--- config.mk ---
export PLATFORM = sky130hd
export DESIGN_NAME = data_bus_responder
export DESIGN_NICKNAME = d
export VERILOG_FILES = /design/src/rtl/mips_mmio_pkg.sv /design/src/rtl/tx_fifo.sv /design/src/rtl/data_bus_responder.sv
export SDC_FILE = /design/constraint.sdc
export NUM_CORES = 2
export LEC_CHECK = 0
export CORE_ASPECT_RATIO = 2
export CORE_UTILIZATION = 50
export CTS_CLUSTER_SIZE = 10
export DETAILED_ROUTE_END_ITERATION = 12
export HOLD_SLACK_MARGIN = 0.02
export PLACE_DENSITY_LB_ADDON = 0.3
export SLEW_MARGIN = 5
export SYNTH_ARGS = -nofsm -noshare
export SYNTH_HDL_FRONTEND = slang
export SYNTH_SLANG_ARGS = --single-unit
--- constraint.sdc ---
create_clock -name clk -period 6.5 [get_ports clk]
set_input_delay 1.3 -clock clk [delete_from_list [all_inputs] [get_ports clk]]
set_output_delay 1.3 -clock clk [all_outputs]
set_load 0.02 [all_outputs]
--- src/rtl/mips_mmio_pkg.sv ---
// Shared address map, status-bit layout and decode types for the data-bus
// responder and its TX FIFO.
package mips_mmio_pkg;

  localparam logic [31:0] LED_ADDR       = 32'h0000_FF00;
  localparam logic [31:0] CYCLES_ADDR    = 32'h0000_FF04;
  localparam logic [31:0] TX_DATA_ADDR   = 32'h0000_FF08;
  localparam logic [31:0] TX_STATUS_ADDR = 32'h0000_FF0C;

  localparam int ST_EMPTY     = 0;
  localparam int ST_FULL      = 1;
  localparam int ST_COUNT_LSB = 4;
  localparam int ST_COUNT_W   = 4;
  localparam int ST_DROP      = 8;

  typedef enum logic [2:0] {
    RG_NONE,
    RG_RAM,
    RG_LED,
    RG_CYC,
    RG_TXD,
    RG_TXS
  } region_e;

  typedef struct packed {
    logic [31:0] addr;
    logic        we;
    logic [31:0] wdata;
  } bus_req_t;

endpackage

--- src/rtl/tx_fifo.sv ---
// Byte-wide TX FIFO. Head is zero when empty; a push while full is accepted
// only if a pop frees a slot in the same cycle.
module tx_fifo #(
  parameter  int FIFO_DEPTH = 4,
  localparam int PW = $clog2(FIFO_DEPTH),
  localparam int CW = PW + 1
) (
  input  logic          clk,
  input  logic          rst,
  input  logic          push,
  input  logic [7:0]    push_data,
  input  logic          pop,
  output logic [7:0]    head,
  output logic          empty,
  output logic          full,
  output logic [CW-1:0] count
);

  logic [7:0]    mem [FIFO_DEPTH];
  logic [PW-1:0] wr_ptr, rd_ptr;
  logic          do_push, do_pop;

  assign empty   = (count == '0);
  assign full    = (count == CW'(FIFO_DEPTH));
  assign do_pop  = pop & ~empty;
  // when full, the slot under wr_ptr is the head being popped this edge
  assign do_push = push & (~full | do_pop);
  assign head    = empty ? 8'h00 : mem[rd_ptr];

  always_ff @(posedge clk or negedge rst) begin
    if (!rst) begin
      wr_ptr <= '0;
      rd_ptr <= '0;
      count  <= '0;
    end else begin
      if (do_push) wr_ptr <= wr_ptr + PW'(1);
      if (do_pop)  rd_ptr <= rd_ptr + PW'(1);
      count <= count + CW'(do_push) - CW'(do_pop);
    end
  end

  always_ff @(posedge clk) begin
    if (do_push) mem[wr_ptr] <= push_data;
  end

endmodule

--- src/rtl/data_bus_responder.sv ---
// Data-memory responder for the single-cycle core: word RAM plus LED,
// cycle counter and TX FIFO registers, with combinational loads.
module data_bus_responder
  import mips_mmio_pkg::*;
#(
  parameter int RAM_WORDS  = 64,
  parameter int FIFO_DEPTH = 4
) (
  input  logic        clk,
  input  logic        rst,
  input  logic [31:0] addr,
  input  logic        mem_we,
  input  logic [31:0] write_data,
  output logic [31:0] read_data,
  output logic [7:0]  led,
  output logic [7:0]  tx_data,
  output logic        tx_valid,
  input  logic        tx_ready
);

  localparam int AW = $clog2(RAM_WORDS);
  localparam int CW = $clog2(FIFO_DEPTH) + 1;

  bus_req_t      req;
  region_e       region;
  logic [31:0]   ram [RAM_WORDS];
  logic [31:0]   cycles;
  logic          drop;
  logic          push, pop, empty, full;
  logic [CW-1:0] count;
  logic [31:0]   status;

  assign req = '{addr: addr, we: mem_we, wdata: write_data};

  // RAM decode takes priority should a large RAM ever reach the MMIO window
  always_comb begin
    region = RG_NONE;
    if (req.addr[31:AW+2] == '0) region = RG_RAM;
    else begin
      case (req.addr)
        LED_ADDR:       region = RG_LED;
        CYCLES_ADDR:    region = RG_CYC;
        TX_DATA_ADDR:   region = RG_TXD;
        TX_STATUS_ADDR: region = RG_TXS;
        default:        region = RG_NONE;
      endcase
    end
  end

  assign pop      = tx_valid & tx_ready;
  assign push     = req.we & (region == RG_TXD);
  assign tx_valid = ~empty;

  tx_fifo #(.FIFO_DEPTH(FIFO_DEPTH)) u_tx_fifo (
    .clk       (clk),
    .rst       (rst),
    .push      (push),
    .push_data (req.wdata[7:0]),
    .pop       (pop),
    .head      (tx_data),
    .empty     (empty),
    .full      (full),
    .count     (count)
  );

  // RAM is not reset, but a store landing while reset is held is dropped
  always_ff @(posedge clk) begin
    if (rst && req.we && region == RG_RAM) ram[req.addr[AW+1:2]] <= req.wdata;
  end

  always_ff @(posedge clk or negedge rst) begin
    if (!rst) begin
      led    <= '0;
      cycles <= '0;
      drop   <= 1'b0;
    end else begin
      cycles <= cycles + 32'd1;
      if (req.we && region == RG_LED) led <= req.wdata[7:0];
      if (req.we && region == RG_TXS)  drop <= 1'b0;
      else if (push && full && !pop)   drop <= 1'b1;
    end
  end

  always_comb begin
    status                                = '0;
    status[ST_EMPTY]                      = empty;
    status[ST_FULL]                       = full;
    status[ST_COUNT_LSB +: ST_COUNT_W]    = ST_COUNT_W'(count);
    status[ST_DROP]                       = drop;
  end

  always_comb begin
    read_data = '0;
    case (region)
      RG_RAM:  read_data = ram[req.addr[AW+1:2]];
      RG_LED:  read_data = {24'h0, led};
      RG_CYC:  read_data = cycles;
      RG_TXS:  read_data = status;
      default: read_data = '0;
    endcase
  end

endmodule

==> results.ini <==
[timing]
grt_setup_unrepaired=no
post-route-period-util_pct=100
setup_ws_ps=-14.1
achievable-frequency_ghz=0.154
final.setup.tns_ps=-14.1
final_hold_viol_count=0
finalSetupViolCount=1
tightestPinTransition_ps=1350
timing.max_slew.rel_slack_pct=9.89
fin_worst_skew_ps=29.0
worst_hold_slack_ps=498
final_max_slew_viol_count=0
period_needed_ps=6510

[detailed_routing]
ant_nets=0
finalWirelength_mm=271
initialDrtViolationCount=6647
number_of_detailed_route_iterations_in_the_first_pass=6
detailroute.via_count=45700
wl_per_cell_um=41.2
detail_route.vias_per_cell=6.94
drc_violation_count_after_routing=0

[placement]
dpl.hpwl_mm=167
numPlacedInstances=6315
place.port_buffers=116
globalplace.congestion=0.932

[critical_path]
critical_path_cell_count=11
worst_setup_path_end_kind=output pin
timing.critical_path.slowest_cell_delay_ps=720
worstSetupStartpointType=input port
critical_path_s_most_frequent_cell=sky130_fd_sc_hd__buf_4
timing.critical_path.required_ps=5200
worst_path_dominant_cell_family=buffers and inverters
timing_worst_setup_path_type=input port to output pin
worstPathCellList=buf_2, buf_12, or3b_2, buf_4, nor2_1, buf_4, a21oi_1, nand3_1, a211oi_2, o21ai_0, clkdlybuf4s50_1
worst-path-buf-inv=5
reg2reg_slack_ps=3900
worst-endpoint-arrival_ps=5210
worst-path-max-fanout=31
cells_on_worst_reg2reg_path=8
worst_path_max_delay_cell=sky130_fd_sc_hd__a21oi_1

[yosys]
synthXorXnorAreaFrac_pct=0.369
synth_commonest_cells=2080 x sky130_fd_sc_hd__edfxtp_1, 460 x sky130_fd_sc_hd__mux4_2, 182 x sky130_fd_sc_hd__mux2i_1, 163 x sky130_fd_sc_hd__nand2_1, 138 x sky130_fd_sc_hd__nor2_1
combinational_family_with_the_most_area_after_synthesis=multiplexers
synth.avg_cell_area_um2=20.9
yosys_top_cell_by_area=sky130_fd_sc_hd__edfxtp_1
synth_seq_area_share_pct=76.6
yosys.cell_types.count=79
synth_simple_gate_area_share_pct=3.15
cell_area_after_synthesis_um2=83100
main_synth_ff_type=sky130_fd_sc_hd__edfxtp_1
postSynthNetCount=4047
synth_fa_ha_area_share_pct=0.129
syn_inst=3971
synth.top_cell.area_share_pct=75.2
post_synth_mux_area_share_pct=15.1
number_of_flops_mapped_to_enable_cells_by_yosys=2080
synth_top_cells_by_area=sky130_fd_sc_hd__edfxtp_1 75%, sky130_fd_sc_hd__mux4_2 12%, sky130_fd_sc_hd__mux2i_1 2.2%
ys_seq_elements=2128
synth_most_common_cell=sky130_fd_sc_hd__edfxtp_1
yosys_warnings=0
synth_compound_gate_area_share_pct=2.92
postSynth.asyncResetShare_pct=2.26

[clocking]
post_cts_hold_buffer_count=0
cts-root-to-sink-buffers=4
cts.htree.levels=4
clock_tree_from_tritoncts=done
cts_root_buffer=sky130_fd_sc_hd__clkbuf_16
clock_sink_count=2128
post_cts_buffers=0
worstSkewPairLatency_ps=880
clk_pin_slew_worst_paths_ps=60
cts_inserted_buffers=238
ctsResizeCount=1

[run]
drv.max_cap_violation_count=0

[grt]
antenna_found_initial=11
grt_pass1_vias=46100
gr-total-overflow=0
grt_use_total_pct=32.4
grt_max_degree=70
grt_first_pass_wirelength_mm=369

[worst_hold_path]
holdCritPathClass=register to register
worst_hold_path.num_cells=1

[floorplanning]
die_area_um2=168000
io-pin-count=117
floorplan.core_area_um2=165000
initial_core_util_pct=50.4
num_rows=211
die_w_um=290
fp.dieH_um=579

[power]
pwr-share-seq_pct=53.6
switching_share_pct=21.4
power.internal_mw=22.2
leakagePower_nw=30.6
fin_total_pwr_mw=28.2
power.net_switching_mw=6.05
irDropWorstVdd_v=0.000212
power_per_cell_area_nw_per_um2=297
power.share.clock_pct=40.6
combinationalPowerShare_pct=5.9

[layout]
layout-drive-gt1-share_pct=26.9
final_cells=6587
design.final.nets=4501
post-route-util_pct=57.7
flow.area_growth_from_synthesis_pct=14.5
final.fill_count=11700

[outcome]
failing_checks=negative setup slack
status=finished with violations

-- layout by cell type, fill, tap and decap left out, types with 58 or more instances in the layout --
master	n
sky130_fd_sc_hd__clkdlybuf4s50_1	63
sky130_fd_sc_hd__nand3_1	58
sky130_fd_sc_hd__buf_4	270
sky130_fd_sc_hd__edfxtp_1	2080
sky130_fd_sc_hd__nor2_1	73
sky130_fd_sc_hd__clkbuf_16	240
sky130_fd_sc_hd__nor2_4	64
sky130_fd_sc_hd__a22oi_1	62
sky130_fd_sc_hd__buf_12	60
sky130_fd_sc_hd__mux4_2	460
sky130_fd_sc_hd__mux2i_1	182
sky130_fd_sc_hd__a21oi_1	68
sky130_fd_sc_hd__nand2_1	163
-- metrics by stage --
step           setup WS [ps]  area [µm²]
3_5_place_dp           -67.4       89000
5_1_grt                 70.4       95200
3_3_place_gp           -45.5       89000
2_1_floorplan           1890       83100
4_1_cts                  122       95100
6_report               -14.1       95200
-- power groups by stage --
stage          Sequential [mW]  Combinational (mW)  Clock [mW]
2_1_floorplan             15.4               0.860           0
3_3_place_gp              15.4                1.62           0
3_5_place_dp              15.4                1.64           0
4_1_cts                   15.1                1.64        11.5
5_1_grt                   15.1                1.70        12.0
6_report                  15.1                1.66        11.5
-- cell families (layout without fill, tap and decap cells) --
family                   after synthesis  in the layout
AO/OA/AOI/OAI                        349            349
XOR/XNOR                              35             35
adder cells (fa/ha/maj)                8              8
buffers and inverters                236            719
flip-flops                          2128           2128
multiplexers                         675            675
other                                  0              3
AND/OR/NAND/NOR                      540            540
-- state kept, by name, summed over array words and instances, names as in the netlist --
register          count
ram                2048
cycles               32
u_tx_fifo.mem        32
led                   8
u_tx_fifo.count       3
u_tx_fifo.rd_ptr      2
u_tx_fifo.wr_ptr      2
drop                  1
-- metal layers --
metal	part of all wire (%)	wire length (µm)	vias to the layer above	track usage, %
met5	0.020	54	-	0
met4	10	27600	8	27.6
met3	10	28200	1083	6.57
met2	49	132000	3520	53.3
met1	31	83100	23800	36.4
li1	-	-	17300	-
-- layout make-up --
type                            instances  area, µm²  area share, %
Sequential cell                      2128      63700           66.9
Multi-Input combinational cell       1607      18500           19.5
Clock buffer                          264       6100           6.41
Timing Repair Buffer                  431       4080           4.29
Tap cell                             2130       2670           2.80
Inverter                               19       76.3         0.0802
Clock inverter                          5       46.3         0.0486
Antenna cell                            3       7.51        0.00789
-- path summary, 6_finish.rpt --
path,startpoint,endpoint
setup / recovery,addr[7],read_data[18]
hold reg to reg,cycles[17],cycles[17]
max in group asynchronous,rst,u_tx_fifo.wr_ptr[0]
hold / removal,cycles[17],cycles[17]
min in group asynchronous,rst,cycles[4]
setup reg to reg,u_tx_fifo.count[1],u_tx_fifo.count[2]
(Power assumes the default switching activity.)
